## config.mk

```make
export PLATFORM = sky130hd
export DESIGN_NAME = stage_fetch
export DESIGN_NICKNAME = d
export VERILOG_FILES = /design/src/rtl/stage_fetch_pkg.sv /design/src/rtl/stage_fetch_buffer.sv /design/src/rtl/stage_fetch.sv
export SDC_FILE = /design/constraint.sdc
export NUM_CORES = 1
export LEC_CHECK = 0
export CORE_MARGIN = 5
export CORE_UTILIZATION = 37
export CTS_CLUSTER_SIZE = 8
export DETAILED_ROUTE_END_ITERATION = 8
export GPL_ROUTABILITY_DRIVEN = 0
export PLACE_DENSITY = 0.63
export SETUP_SLACK_MARGIN = 0.02
export SYNTH_ARGS = -nofsm -noshare
export SYNTH_HDL_FRONTEND = slang
export SYNTH_HIERARCHICAL = 1
export SYNTH_SLANG_ARGS = --single-unit
```

## constraint.sdc

```tcl
create_clock -name clk -period 11.3 [get_ports clk]
set_input_delay 2.26 -clock clk [delete_from_list [all_inputs] [get_ports clk]]
set_output_delay 2.26 -clock clk [all_outputs]
set_load 0.05 [all_outputs]
```

## src/rtl/stage_fetch_pkg.sv

```systemverilog
// Shared fetch-stage definitions: word width, NOP encoding, FSM states and buffer entry layout.
package stage_fetch_pkg;

  localparam int XLEN = 32;
  localparam logic [XLEN-1:0] NOP_INSTR = '0;

  typedef enum logic [1:0] {
    FETCH_IDLE  = 2'd0,
    FETCH_WAIT  = 2'd1,
    FETCH_DRAIN = 2'd2
  } fetch_state_e;

  typedef enum logic [2:0] {
    ITYPE_ALU    = 3'd0,
    ITYPE_LOAD   = 3'd1,
    ITYPE_STORE  = 3'd2,
    ITYPE_BRANCH = 3'd3,
    ITYPE_JUMP   = 3'd4
  } instr_type_e;

  typedef struct packed {
    logic [XLEN-1:0] pc;
    logic [XLEN-1:0] instr;
  } fetch_entry_t;

endpackage

```

## src/rtl/stage_fetch_buffer.sv

```systemverilog
// Small FIFO of {pc, instr}; flush beats push/pop, head read combinationally from registered storage.
// Push into a full buffer is legal only together with a pop.
module fetch_buffer
  import stage_fetch_pkg::*;
#(
  parameter int  DEPTH = 2,
  localparam int PW    = $clog2(DEPTH),
  localparam int CW    = PW + 1
) (
  input  logic         clk,
  input  logic         rst,
  input  logic         push_i,
  input  fetch_entry_t push_dat_i,
  input  logic         pop_i,
  input  logic         flush_i,
  output fetch_entry_t head_o,
  output logic [CW-1:0] count_o
);

  fetch_entry_t  mem_q [DEPTH];
  logic [PW-1:0] rd_ptr_q;
  logic [PW-1:0] wr_ptr_q;
  logic [CW-1:0] count_q;
  logic          do_pop;

  assign do_pop = pop_i && (count_q != '0);

  always_ff @(posedge clk) begin
    if (rst || flush_i) begin
      rd_ptr_q <= '0;
      wr_ptr_q <= '0;
      count_q  <= '0;
    end else begin
      if (push_i) wr_ptr_q <= wr_ptr_q + 1'b1;
      if (do_pop) rd_ptr_q <= rd_ptr_q + 1'b1;
      count_q <= count_q + CW'(push_i) - CW'(do_pop);
    end
  end

  // When full, push and pop hit the same slot; the old head is read before the edge.
  always_ff @(posedge clk) begin
    if (push_i && !flush_i) mem_q[wr_ptr_q] <= push_dat_i;
  end

  assign head_o  = mem_q[rd_ptr_q];
  assign count_o = count_q;

endmodule

```

## src/rtl/stage_fetch.sv

```systemverilog
// Fetch stage: PC, single-outstanding imem read FSM, redirect/flush, instruction buffer to decode.
// Word visible one cycle after its rvalid; stall holds the head, requests continue while room remains.
module stage_fetch
  import stage_fetch_pkg::*;
#(
  parameter logic [31:0] RESET_PC  = 32'h0,
  parameter int          BUF_DEPTH = 2
) (
  input  logic        clk,
  input  logic        rst,
  input  logic        stall,
  input  logic        jump_valid,
  input  logic [31:0] forwarded_jump_condition,
  input  logic [31:0] forwarded_jump_address,
  output logic        imem_req,
  output logic [31:0] imem_addr,
  input  logic        imem_ready,
  input  logic        imem_rvalid,
  input  logic [31:0] imem_rdata,
  output logic [31:0] current_instruction,
  output logic [31:0] current_pc,
  output logic        fetch_valid
);

  localparam int CW = $clog2(BUF_DEPTH) + 1;

  fetch_state_e  state_q, state_d;
  logic [31:0]   pc_q, pc_d;
  logic [31:0]   req_pc_q, req_pc_d;
  logic          redirect;
  logic          accept;
  logic          push;
  logic          pop;
  logic          room;
  logic [CW:0]   inflight;
  logic [CW-1:0] count;
  fetch_entry_t  head;
  fetch_entry_t  push_dat;

  assign redirect = jump_valid && (forwarded_jump_condition != '0);
  assign pop      = fetch_valid && !stall;
  // An outstanding WAIT request already owns a buffer slot.
  assign inflight = {1'b0, count} + (CW+1)'(state_q == FETCH_WAIT);
  assign room     = inflight < (CW+1)'(BUF_DEPTH);
  assign imem_req = !rst && (state_q == FETCH_IDLE) && room && !redirect;
  assign accept   = imem_req && imem_ready;
  assign imem_addr = pc_q;

  always_comb begin
    state_d  = state_q;
    pc_d     = pc_q;
    req_pc_d = req_pc_q;
    push     = 1'b0;
    unique case (state_q)
      FETCH_IDLE: begin
        if (accept) begin
          state_d  = FETCH_WAIT;
          pc_d     = pc_q + 32'd1;
          req_pc_d = pc_q;
        end
      end
      FETCH_WAIT: begin
        if (imem_rvalid) begin
          state_d = FETCH_IDLE;
          push    = !redirect;
        end else if (redirect) begin
          state_d = FETCH_DRAIN;
        end
      end
      FETCH_DRAIN: begin
        if (imem_rvalid) state_d = FETCH_IDLE;
      end
      default: state_d = FETCH_IDLE;
    endcase
    if (redirect) pc_d = forwarded_jump_address;
  end

  always_ff @(posedge clk) begin
    if (rst) begin
      state_q  <= FETCH_IDLE;
      pc_q     <= RESET_PC;
      req_pc_q <= '0;
    end else begin
      state_q  <= state_d;
      pc_q     <= pc_d;
      req_pc_q <= req_pc_d;
    end
  end

  assign push_dat = '{pc: req_pc_q, instr: imem_rdata};

  fetch_buffer #(.DEPTH(BUF_DEPTH)) u_buf (
    .clk        (clk),
    .rst        (rst),
    .push_i     (push),
    .push_dat_i (push_dat),
    .pop_i      (pop),
    .flush_i    (redirect),
    .head_o     (head),
    .count_o    (count)
  );

  assign fetch_valid         = (count != '0);
  assign current_instruction = fetch_valid ? head.instr : NOP_INSTR;
  assign current_pc          = fetch_valid ? head.pc : '0;

endmodule

```

# Word-level counts from Yosys, hierarchy flattened
# Memory sizes are Yosys's and may differ from the RTL's. A register that Yosys moved wholly into a read port is not among the register bits.
# Index checks and enable logic that the tools add are counted.
# op_classes
n_addsub,6
magnitude_cmp,1
eq_ne,5
mux,16
reduce_logical,20
# ops
operator,count
32-bit 2-to-1 mux,5
"32-bit by 1-bit adder with 32-bit output, second input constant",1
32-bit nonzero test,1
1-bit logical AND,8
2-bit 2-to-1 mux,4
1-bit 2-to-1 mux,6
2-bit case mux with 3 select lines,1
2-bit nonzero test,3
"2-bit != test, second input constant",2
2-bit AND reduction,2
2-bit by 1-bit adder with 3-bit output,1
1-bit logical NOT,3
"3-bit by 2-bit less-than comparator with 1-bit output, second input constant",1
"3-bit by 2-bit != test with 1-bit output, second input constant",1
3-bit AND reduction,1
"1-bit adder, second input constant",2
2-bit by 1-bit adder with 2-bit output,1
"2-bit by 1-bit equality test with 1-bit output, second input constant",1
"2-bit equality test, second input constant",1
2-bit logical NOT,1
2-bit by 1-bit subtractor with 2-bit output,1
1-bit logical OR,1
# word_totals
reg_bits,70
ramBits,128
in_bits,102
output_inout_bits,98
elab_cells,55
memories,1
# mem_list
name,depth,word_bits,rd,rd_ports_with_merged_regs,wr,line_no,text
u_buf.mem_q,2,64,1,1,1,stage_fetch_buffer.sv:20,fetch_entry_t mem_q [DEPTH];

# Depth between registers and ports, before layout
# Gate-level depths: netlist (run 1).
# depth
word_depth,9
depth_mapped,9

# Cells and area by module
# Netlist (run 1), hierarchy kept.
# by_module_without_submodules
module,n_inst,cells_each,area_each_um2,seq_area_each_um2
fetch_buffer,1,220,5161.2,3943.8
stage_fetch,1,460,3569.7,1321.3

# Least setup slack after synthesis (run 1)
# Ideal clock, no wire load.
# synth_path
kind,input port to flip-flop
from,input forwarded_jump_condition[24]
to,"memory u_buf/mem_q[0][0] (netlist bit), enable pin"
setup_time_ns,0.578
t_arrival_ns,8.128
path_slack_ns,2.594
cell_stages,7
n_path_buf,2
path_cell_list,nor4_1 nand4_1 o21ai_1 inv_1 clkbuf_1 clkbuf_1 nor3b_1
# synth_via
elab_chain_cells,8
# synth_rtl
element,line_no,text
from (decl),stage_fetch.sv:13,"input logic [31:0] forwarded_jump_condition,"
32-bit nonzero test *,stage_fetch.sv:40,assign redirect = jump_valid && (forwarded_jump_condition != '0);
1-bit logical AND *,stage_fetch.sv:40,
net redirect,stage_fetch.sv:30,logic redirect;
1-bit logical NOT *,"stage_fetch_buffer.sv:42, stage_fetch.sv:65",
1-bit 2-to-1 mux,stage_fetch.sv:63,if (imem_rvalid) begin
1-bit 2-to-1 mux,stage_fetch.sv:54,unique case (state_q)
1-bit logical AND *,stage_fetch_buffer.sv:42,if (push_i && !flush_i) mem_q[wr_ptr_q] <= push_dat_i;
1-bit 2-to-1 mux *,stage_fetch_buffer.sv:42,
1-bit 2-to-1 mux (implied by the code) *,stage_fetch_buffer.sv:42,
to (decl),stage_fetch_buffer.sv:20,
# Mark *: on every way through the listed nets, which the timed path passes. The rest lies on a longest branch.

# Worst setup path after layout (run 1)
# layout_path
from,input forwarded_jump_condition[17]
to,output imem_req
# layout_via
elab_chain_cells,4
# layout_rtl
element,line_no,text
32-bit nonzero test,stage_fetch.sv:40,
1-bit logical AND,stage_fetch.sv:40,
1-bit logical NOT,stage_fetch.sv:45,assign imem_req = !rst && (state_q == FETCH_IDLE) && room && !redirect;
1-bit logical AND,stage_fetch.sv:45,
to (decl),stage_fetch.sv:15,"output logic imem_req,"
# Every way passes these cells.

==> summary.md, run 1 <==
| Metric | Value |
|---|---|
| Status | completed |
| CTS resizes | 0 |
| Core area | 23,300 µm² |
| Hold Crit Start | req_pc_q[28] |
| Post-layout worst setup margin | 3590 ps |
| Initial cell density of the core | 0.374 |
| WL final | 20.2 mm |
| Die Span Y | 164 µm |
| Die area | 26,800 µm² |
| Post-Syn Area | 8730 µm² |
| Leak pwr | 3.96 nW |
| P&R area growth vs syn | 31.6% |
| Yosys top cell area share | 0.440 |
| Share of cells above drive strength 1 | 0.132 |
| Area after DPL | 10,900 µm² |
| Hold Slack | 447 ps |
| Clk slew on worst S/H paths | 70 ps |
| Final Skew | 9.40 ps |
| DP HPWL | 13.7 mm |
| Rows | 56 |
| Vias in the first global route | 5,951 |
| Post-Synthesis Net Count | 785 |
| Arrival time at the worst endpoint | 5450 ps |
| Worst slew margin | 0.219 |
| Final Instance Area | 11,500 µm² |
| Reg2Reg Setup Slack | 8470 ps |
| Drt wl/cell | 17.0 µm |
| Largest net degree at the start of global routing | 97 |
| Hold_buf cts | 0 |
| Finish-stage setup viols | 0 |
| Final TNS setup | 0 ps |
| Tmin final | 7710 ps |
| Top cells by area, synth | edfxtp_1 44%, dfxtp_1 16%, mux2_4 10%, and2_1 4.6%, a21oi_1 3.4% |
| Worst hold path stage count | 0 |
| F_max | 130 MHz |
| Cell taking the most area after synthesis | edfxtp_1 |
| Crit Path Max Fanout | 96 |
| Ys flop type | edfxtp_1 |
| Slowest cell on the critical path | clkdlybuf4s50_1 |
| Setup CP Type | in -> out |
| Ys async rst share | 0 |
| # H-tree levels | 4 |
| Hold Crit Class | reg -> reg |
| Max Cap Violations | 0 |
| Residual DRC | 0 |
| Post-Syn Instances | 680 |
| Fin. Hold Viols | 0 |
| # nets final | 964 |
| Max stage delay on crit path | 830 ps |
| Via count of the routed design | 5,868 |
| RSZ-0062 raised after global routing | false |
| Clock root buffer master | clkbuf_16 |
| Overflow left after global routing | 0 |
| Critical R2R Launch | state_q[1] |
| Pwr Total | 1.53 mW |
| Maximum buffer depth of the clock tree | 2 |
| Initial antenna violation count | 1 |
| CP Data Required Time | 9040 ps |
| DR pass1 iterations | 5 |
| Post-synthesis sequential area ratio | 0.603 |
| Number of flops mapped to enable cells by yosys | 128 |
| CTS Sinks | 199 |
| Worst reg2reg endpoint | imem_addr[27] |
| Top Ports | 200 |
| Ys Warns | 6 |
| CTS buffer count | 17 |
| VDD IR max | 0.0000831 V |
| # diodes | 0 |
| P per Cell Area | 133 nW/µm² |
| #FFs+latches synth | 199 |
| Die W | 164 µm |
| Worst Setup Slack post-DPL | 3530 ps |
| Initial DRC count | 328 |
| Post-CTS setup buffers | 0 |
| Worst Tran Pin Value | 1170 ps |
| Post-DRT Antenna Nets | 0 |
| Critical path capture point type | output port |
| Vias per cell | 4.93 |
| Hold Path End | u_buf/mem_q[1][60] |
| FF-to-FF path depth | 5 |
| Crit path launch type | input port |
| Avg Cell Area, Syn | 12.8 µm² |
| Slew Viols, Final | 0 |
| Worst-path cell chain | clkdlybuf4s50_1 -> nor4_1 -> nand4_1 -> o21ai_4 -> buf_4 -> inv_1 -> buf_4 -> nor2_1 -> clkdlybuf4s50_1 |
| Final period utilization | 0.683 |
| Clock Latency Late Sink | 430 ps |
| Port Buffer Count | 199 |
| Yosys cell types | 47 |
| CTS tree | yes |
| First-pass GRT wire length | 32.0 mm |
| GRT Total Usage | 0.153 |
-- per-stage QoR --
stage,util,cells
final,0.492,1191
after global routing,0.492,1191
after CTS,0.492,1191
after detailed placement,0.467,1159
after global placement,0.467,1159
after floorplan,-,680
-- layout make-up --
cell class / count / area [µm²]
Inverter: 9 / 33.8
Fill cell: 2087 / 11800
Sequential cell: 199 / 5270
Tap cell: 319 / 399
Clock buffer: 20 / 458
Clock inverter: 12 / 129
Multi-Input combinational cell: 428 / 3170
Timing Repair Buffer: 204 / 2020
-- cells in the final DEF, fill, tap and decap left out, types with 2 or more instances in the layout --
cell type,n
buf_4,5
a211oi_1,7
clkbuf_16,18
o21ai_0,58
nand4_1,11
nor2_1,13
mux2_4,60
nand2_1,10
nor4_1,14
ha_1,3
and2_1,64
inv_8,3
xnor2_1,22
or4_4,2
nor2b_1,2
inv_6,5
inv_1,9
or4_1,2
nor3b_1,2
clkdlybuf4s50_1,198
and4_1,5
and3_1,2
dfxtp_1,70
nor3_1,16
edfxtp_1,128
mux2_2,6
nand3_1,42
or2_2,2
a21oi_1,59
xor2_1,7
clkbuf_1,2
-- cell usage after synthesis (3+ instances only) --
| cell type | count |
|---|---|
| edfxtp_1 | 128 |
| dfxtp_1 | 71 |
| and2_1 | 64 |
| mux2_4 | 60 |
| a21oi_1 | 59 |
| o21ai_0 | 58 |
| nand3_1 | 42 |
| clkbuf_1 | 29 |
| xnor2_1 | 22 |
| nor3_1 | 16 |
| nor2_1 | 14 |
| nor4_1 | 14 |
| nand4_1 | 11 |
| nand2_1 | 10 |
| inv_1 | 9 |
| a211oi_1 | 7 |
| xor2_1 | 7 |
| buf_12 | 6 |
| mux2_2 | 6 |
| and4_1 | 5 |
| buf_1 | 4 |
| buf_2 | 3 |
| ha_1 | 3 |
| nor3b_1 | 3 |
-- flip-flops by register name (all words and copies together), names as in the netlist, named ones only --
signal,cells
u_buf/wr_ptr_q,1
req_pc_q,32
u_buf/rd_ptr_q,1
state_q,2
imem_addr,32
u_buf/count_o,2
u_buf/mem_q,128
-- metal layers --
| layer | share of wire | global-route usage |
|---|---|---|
| met5 | 0.00054 | 0 |
| met3 | 0.072 | 0.0447 |
| met1 | 0.44 | 0.190 |
| met4 | 0.013 | 0.0465 |
| met2 | 0.48 | 0.260 |
-- cell families after synthesis --
group / Yosys count / synth area share
DFF: 199 / 0.603
buffers and inverters: 53 / 0.0361
muxes: 67 / 0.112
and+or+nand+nor: 198 / 0.134
xor gates and xnor gates: 30 / 0.0317
AOI/OAI and AO/OA: 130 / 0.0787
adders and majority gates: 3 / 0.00430
-- worst max-delay path: cells and delay by family --
family | cells | cell delay (ps)
simple gates | 3 | 730
compound gates | 1 | 170
buf+inv | 5 | 2290
-- where the power goes --
group,switching [mW],total [mW],internal [mW],leakage (nW)
Sequential,0.0181,0.799,0.781,1.87
Clock,0.273,0.599,0.326,0.287
Combinational,0.0715,0.131,0.0595,1.80
Total,0.363,1.53,1.17,3.96
-- how the worst max path moves through the flow --
| stage | from | endpoint | cells past startpoint |
|---|---|---|---|
| after floorplan | forwarded_jump_condition[24] | u_buf/mem_q[0][0] | 7 |
| after global placement | forwarded_jump_condition[9] | imem_req | 9 |
| after detailed placement | forwarded_jump_condition[9] | imem_req | 9 |
| after CTS | forwarded_jump_condition[0] | imem_req | 9 |
| after global routing | forwarded_jump_condition[17] | imem_req | 9 |
| final | forwarded_jump_condition[17] | imem_req | 9 |
Note: power is estimated with default switching activity, not from simulation.
==> inputs of run 2 (changes only) <==
--- a/config.mk
+++ b/config.mk
@@ -10,7 +10,7 @@
 export CTS_CLUSTER_SIZE = 8
 export DETAILED_ROUTE_END_ITERATION = 8
 export GPL_ROUTABILITY_DRIVEN = 0
-export PLACE_DENSITY = 0.63
+export PLACE_DENSITY = 0.65
 export SETUP_SLACK_MARGIN = 0.02
 export SYNTH_ARGS = -nofsm -noshare
 export SYNTH_HDL_FRONTEND = slang
==> constraint.sdc (replaced) <==
create_clock -name clk -period 6.8 [get_ports clk]
set_input_delay 1.36 -clock clk [delete_from_list [all_inputs] [get_ports clk]]
set_output_delay 1.36 -clock clk [all_outputs]
set_load 0.05 [all_outputs]
==> summary.md, run 2 (synthesis results as in run 1) <==
| Metric | Value |
|---|---|
| CTS tree | yes |
| Largest net degree at the start of global routing | 96 (-1.0%) |
| Crit Path Max Fanout | 44 (-54%) |
| Overflow left after global routing | 0 (unchanged) |
| Max Cap Violations | 0 (unchanged) |
| Max FFs per register | 128 (unchanged) |
| First-pass GRT wire length | 31.5 mm (-1.6%) |
| Worst path depth | 8 (-1) |
| Cell-internal power | 1.90 mW (+63%) |
| Register share of total power | 0.531 (+0.008) |
| Clock Latency Late Sink | 430 ps (about the same) |
| Vias per cell | 4.89 (-0.73%) |
| Via count of the routed design | 5,830 (-0.65%) |
| FF-to-FF path depth | 5 (unchanged) |
| # nets final | 965 (+0.10%) |
| Setup CP Type | in -> out |
| Hold_buf cts | 0 (unchanged) |
| Initial DRC count | 378 (+15%) |
| Top reg by flops | u_buf/mem_q |
| Most frequent cells in the layout | 197 x clkdlybuf4s50_1, 128 x edfxtp_1, 70 x dfxtp_1 |
| Final Instance Area | 11,500 µm² (about the same) |
| Top Ports | 200 (unchanged) |
| Port Buffer Count | 199 (unchanged) |
| Worst Tran Pin Value | 1170 ps (+1.08 ps) |
| VDD IR max | 0.000151 V (+82%) |
| Worst path buffer plus inverter count | 4 (-1) |
| Max stage delay on crit path | 390 ps (-440 ps) |
| # diodes | 0 (unchanged) |
| Final Skew | 9.75 ps (+0.347 ps) |
| CTS buffer count | 17 (unchanged) |
| Core area | 23,300 µm² (unchanged) |
| Net Sw Frac | 0.241 (+0.00335) |
| Worst hold path stage count | 0 (unchanged) |
| Leak pwr | 3.95 nW (-0.11%) |
| Maximum buffer depth of the clock tree | 2 (unchanged) |
| DR pass1 iterations | 4 (-1) |
| Final period utilization | 0.662 |
| Clock Power Share | 0.381 (-0.011) |
| Vias in the first global route | 5,736 (-3.6%) |
| Crit path launch type | input port |
| Most common cell after layout, fill and taps aside | clkdlybuf4s50_1 |
| Combinational Power Share | 0.088 (+0.002) |
| P per Cell Area | 218 nW/µm² (+64%) |
| Finish-stage setup viols | 0 (unchanged) |
| Worst slew margin | 0.219 (-0.000723) |
| Die area | 26,800 µm² (unchanged) |
| Rows | 56 (unchanged) |
| Switch Pwr | 0.602 mW (+66%) |
| Share of cells above drive strength 1 | 0.134 (+0.00214) |
| Clk slew on worst S/H paths | 70 ps (about the same) |
| Tmin final | 4500 ps |
| Clock root buffer master | clkbuf_16 |
| Die Span Y | 164 µm (unchanged) |
| CTS Sinks | 199 (unchanged) |
| Largest delay share family, worst path | buffers and inverters |
| Fin. Hold Viols | 0 (unchanged) |
| Arrival time at the worst endpoint | 3140 ps (-2310 ps) |
| GRT Total Usage | 0.152 (-0.00158) |
| RSZ-0062 raised after global routing | false |
| Worst Setup Slack post-DPL | 1820 ps (-1710 ps) |
| Final TNS setup | 0 ps (unchanged) |
| CTS resizes | 0 (unchanged) |
| WL final | 20.4 mm (+0.66%) |
| Post-layout util | 0.492 (about the same) |
| Residual DRC | 0 (unchanged) |
| Hold Crit Class | reg -> reg |
| DP HPWL | 13.9 mm (+1.8%) |
| Post-DRT Antenna Nets | 0 (unchanged) |
| Die W | 164 µm (unchanged) |
| Slew Viols, Final | 0 (unchanged) |
| Pwr Total | 2.50 mW (+64%) |
| F_max | 222 MHz |
| Status | completed |
| Post-CTS setup buffers | 0 (unchanged) |
| P&R area growth vs syn | 31.5% (about the same) |
| Drt wl/cell | 17.1 µm (+0.58%) |
| # H-tree levels | 4 (unchanged) |
| Area after DPL | 10,900 µm² (+0.10%) |
| CP Data Required Time | 5440 ps (-3600 ps) |
| Initial cell density of the core | 0.374 (unchanged) |
| Most used cell, CP | buf_4 |
| Post-layout worst setup margin | 2300 ps (-1290 ps) |
| Initial antenna violation count | 0 (-1) |
| Critical path capture point type | output port |
| Slowest cell on the critical path | clkdlybuf4s50_1 |
| Worst-path cell chain | clkdlybuf4s50_1 -> nor4_1 -> nand4_1 -> o21ai_4 -> inv_1 -> buf_4 -> nor2_1 -> buf_4 |
-- run 2: cell types whose count changed in the layout (fill, tap and decap cells not counted), sizes merged --
cell / previous run / this run
buf: 6 / 8
bufinv: 1 / 0
clkinv: 2 / 4
clkdlybuf4s50: 198 / 197
inv: 17 / 16
-- run 2: worst paths after layout --
check	startpoint	endpoint	slack, ps
worst max-delay path	forwarded_jump_condition[17]	imem_req	2300
worst min-delay path	req_pc_q[27]	u_buf/mem_q[1][59]	450
worst max register to register	state_q[0]	imem_addr[27]	3970
worst min register to register	req_pc_q[27]	u_buf/mem_q[1][59]	450
-- run 2: cell type report --
type	count	area [µm²]
Clock buffer	20	458
Clock inverter	12	109
Fill cell	2099	11900
Inverter	9	33.8
Multi-Input combinational cell	428	3180
Sequential cell	199	5270
Tap cell	319	399
Timing Repair Buffer	205	2030
-- run 2: power groups by stage --
stage | sequential, mW | combinational (mW) | clock [mW]
after floorplan | 1.39 | 0.0647 | 0
after global placement | 1.36 | 0.219 | 0
after detailed placement | 1.36 | 0.220 | 0
after CTS | 1.33 | 0.221 | 0.982
after global routing | 1.33 | 0.234 | 1.04
final | 1.33 | 0.219 | 0.955
-- run 2: metal layers --
layer | GRT usage | part of all wire | vias up
met3 | 0.0472 | 0.068 | 9
met4 | 0.0374 | 0.0071 | 0
met2 | 0.253 | 0.49 | 184
met1 | 0.193 | 0.44 | 2771
met5 | 0 | 0 | -
li1 | - | - | 2866
-- run 2: worst reg2reg max path, cell delays in order (launching register included) --
cell	delay [ps]
dfxtp_1	340
or4_1	670
or2_1	700
or3_4	570
o31a_1	240
o221a_1	210
-- run 2: stage by stage --
stage                     hold WS [ps]  std cells
final                              450       1192
after global routing               467       1192
after CTS                          453       1192
after detailed placement           435       1160
after global placement             429       1160
after floorplan                    419        680
==> inputs of run 3 (changes only) <==
--- a/config.mk
+++ b/config.mk
@@ -10,7 +10,7 @@
 export CTS_CLUSTER_SIZE = 8
 export DETAILED_ROUTE_END_ITERATION = 8
 export GPL_ROUTABILITY_DRIVEN = 0
-export PLACE_DENSITY = 0.65
+export PLACE_DENSITY = 0.63
 export SETUP_SLACK_MARGIN = 0.02
 export SYNTH_ARGS = -nofsm -noshare
 export SYNTH_HDL_FRONTEND = slang
==> constraint.sdc (replaced) <==
create_clock -name clk -period 4.4 [get_ports clk]
set_input_delay 0.88 -clock clk [delete_from_list [all_inputs] [get_ports clk]]
set_output_delay 0.88 -clock clk [all_outputs]
set_load 0.05 [all_outputs]
==> summary.md, run 3 (synthesis results as in run 1) <==
| Metric | Value |
|---|---|
| Most common cell after layout, fill and taps aside | clkdlybuf4s50_1 |
| CP Data Required Time | 3520 ps (-1920 ps) |
| Clk slew on worst S/H paths | 70 ps (about the same) |
| Overflow left after global routing | 0 (unchanged) |
| Post-CTS setup buffers | 0 (unchanged) |
| VDD IR max | 0.000245 V (+62%) |
| Final TNS setup | 0 ps (unchanged) |
| Worst Setup Slack post-DPL | 524 ps (-1300 ps) |
| DP HPWL | 14.5 mm (+4.1%) |
| Register share of total power | 0.533 (+0.002) |
| Final period utilization | 0.875 |
| Most frequent cells in the layout | 197 x clkdlybuf4s50_1, 128 x edfxtp_1, 70 x dfxtp_1 |
| Die area | 26,800 µm² (unchanged) |
| Worst Tran Pin Value | 852 ps (-320 ps) |
| RSZ-0062 raised after global routing | false |
| Slew Viols, Final | 0 (unchanged) |
| # nets final | 974 (+0.93%) |
| Leak pwr | 3.99 nW (+1.1%) |
| Initial cell density of the core | 0.374 (unchanged) |
| Vias in the first global route | 5,873 (+2.4%) |
| Critical path capture point type | output port |
| Net Sw Frac | 0.243 (+0.00195) |
| Die Span Y | 164 µm (unchanged) |
| Post-DRT Antenna Nets | 0 (unchanged) |
| P per Cell Area | 333 nW/µm² (+53%) |
| Worst hold path stage count | 0 (unchanged) |
| Initial antenna violation count | 1 (+1) |
| Share of cells above drive strength 1 | 0.144 (+0.00997) |
| Residual DRC | 0 (unchanged) |
| Largest net degree at the start of global routing | 89 (-7.3%) |
| F_max | 260 MHz |
| Pwr Total | 3.85 mW (+54%) |
| Hold Crit Class | reg -> reg |
| Tmin final | 3850 ps |
| Status | completed |
| WL final | 20.9 mm (+2.6%) |
| Post-layout worst setup margin | 549 ps (-1750 ps) |
| CTS Sinks | 199 (unchanged) |
| Port Buffer Count | 199 (unchanged) |
| Drt wl/cell | 17.4 µm (+1.8%) |
| FF-to-FF path depth | 5 (unchanged) |
| Cell-internal power | 2.92 mW (+54%) |
| DR pass1 iterations | 4 (unchanged) |
| Crit path launch type | input port |
| Maximum buffer depth of the clock tree | 2 (unchanged) |
| Max Cap Violations | 0 (unchanged) |
| Max FFs per register | 128 (unchanged) |
| Crit Path Max Fanout | 26 (-41%) |
| Finish-stage setup viols | 0 (unchanged) |
| Arrival time at the worst endpoint | 2970 ps (-170 ps) |
| Hold Slack | 449 ps (-1.02 ps) |
| Top reg by flops | u_buf/mem_q |
| CTS buffer count | 17 (unchanged) |
| Die W | 164 µm (unchanged) |
| CTS tree | yes |
| Clock Latency Late Sink | 430 ps (about the same) |
| # H-tree levels | 4 (unchanged) |
| Fillers | 2,094 (-0.24%) |
| Switch Pwr | 0.935 mW (+55%) |
| Initial DRC count | 255 (-33%) |
| Rows | 56 (unchanged) |
| Worst slew margin | 0.432 (+0.213) |
| Vias per cell | 4.90 (+0.22%) |
| Final Skew | 9.21 ps (-0.533 ps) |
| P&R area growth vs syn | 32.4% |
| Fin. Hold Viols | 0 (unchanged) |
| Via count of the routed design | 5,887 (+0.98%) |
| First-pass GRT wire length | 32.4 mm (+2.9%) |
| Clock Power Share | 0.378 (-0.003) |
| Hold_buf cts | 0 (unchanged) |
| CTS resizes | 0 (unchanged) |
| Combinational Power Share | 0.089 (about the same) |
| Setup CP Type | in -> out |
| GRT Total Usage | 0.156 (+0.00399) |
| Core area | 23,300 µm² (unchanged) |
| Clock root buffer master | clkbuf_16 |
| Top Ports | 200 (unchanged) |
| # diodes | 0 (unchanged) |
## run 3: final cells by class
cell class / instances / area [µm²] / share of cell area
tap: 319 / 399 / 0.0345
clock buffer: 19 / 443 / 0.0383
inverter: 9 / 33.8 / 0.00292
timing repair buffer: 214 / 2120 / 0.184
sequential: 199 / 5270 / 0.456
multi-input combinational: 428 / 3180 / 0.275
clock inverter: 13 / 111 / 0.00964
## run 3: worst max-delay path, stage by stage
cell and delay, ps:
clkdlybuf4s50_1 450, nor4_1 330, nand4_1 210, o21ai_4 190, inv_1 380, nor2_1 350, buf_12 180
## run 3: layer usage
layer  part of all wire  up-vias  GRT usage
met4              0.016        2     0.0477
met5            0.00062        -          0
li1                   -     2891          -
met2               0.47      187      0.251
met1               0.44     2789      0.203
met3              0.070       18     0.0467
## run 3: final timing paths
kind                                            to  slack, ps                        start
worst max-delay path                      imem_req        550  forwarded_jump_condition[1]
worst min-delay path            u_buf/mem_q[0][44]        450                 req_pc_q[12]
worst min register to register  u_buf/mem_q[0][44]        450                 req_pc_q[12]
worst max register to register       imem_addr[28]       2020                   state_q[1]
## run 3: through the flow
| step | area, µm² | instances | utilization |
|---|---|---|---|
| 2_1_floorplan | 8740 | 680 | - |
| 3_3_place_gp | 11000 | 1169 | 0.472 |
| 3_5_place_dp | 11000 | 1169 | 0.472 |
| 4_1_cts | 11600 | 1201 | 0.495 |
| 5_1_grt | 11600 | 1201 | 0.495 |
| 6_report | 11600 | 1201 | 0.495 |
## run 3: power by group through the flow
stage                     registers, mW  logic (mW)  clock network (mW)
after floorplan                    2.15       0.100                   0
after global placement             2.10       0.343                   0
after detailed placement           2.10       0.344                   0
after CTS                          2.05       0.347                1.49
after global routing               2.06       0.366                1.57
final                              2.05       0.343                1.46
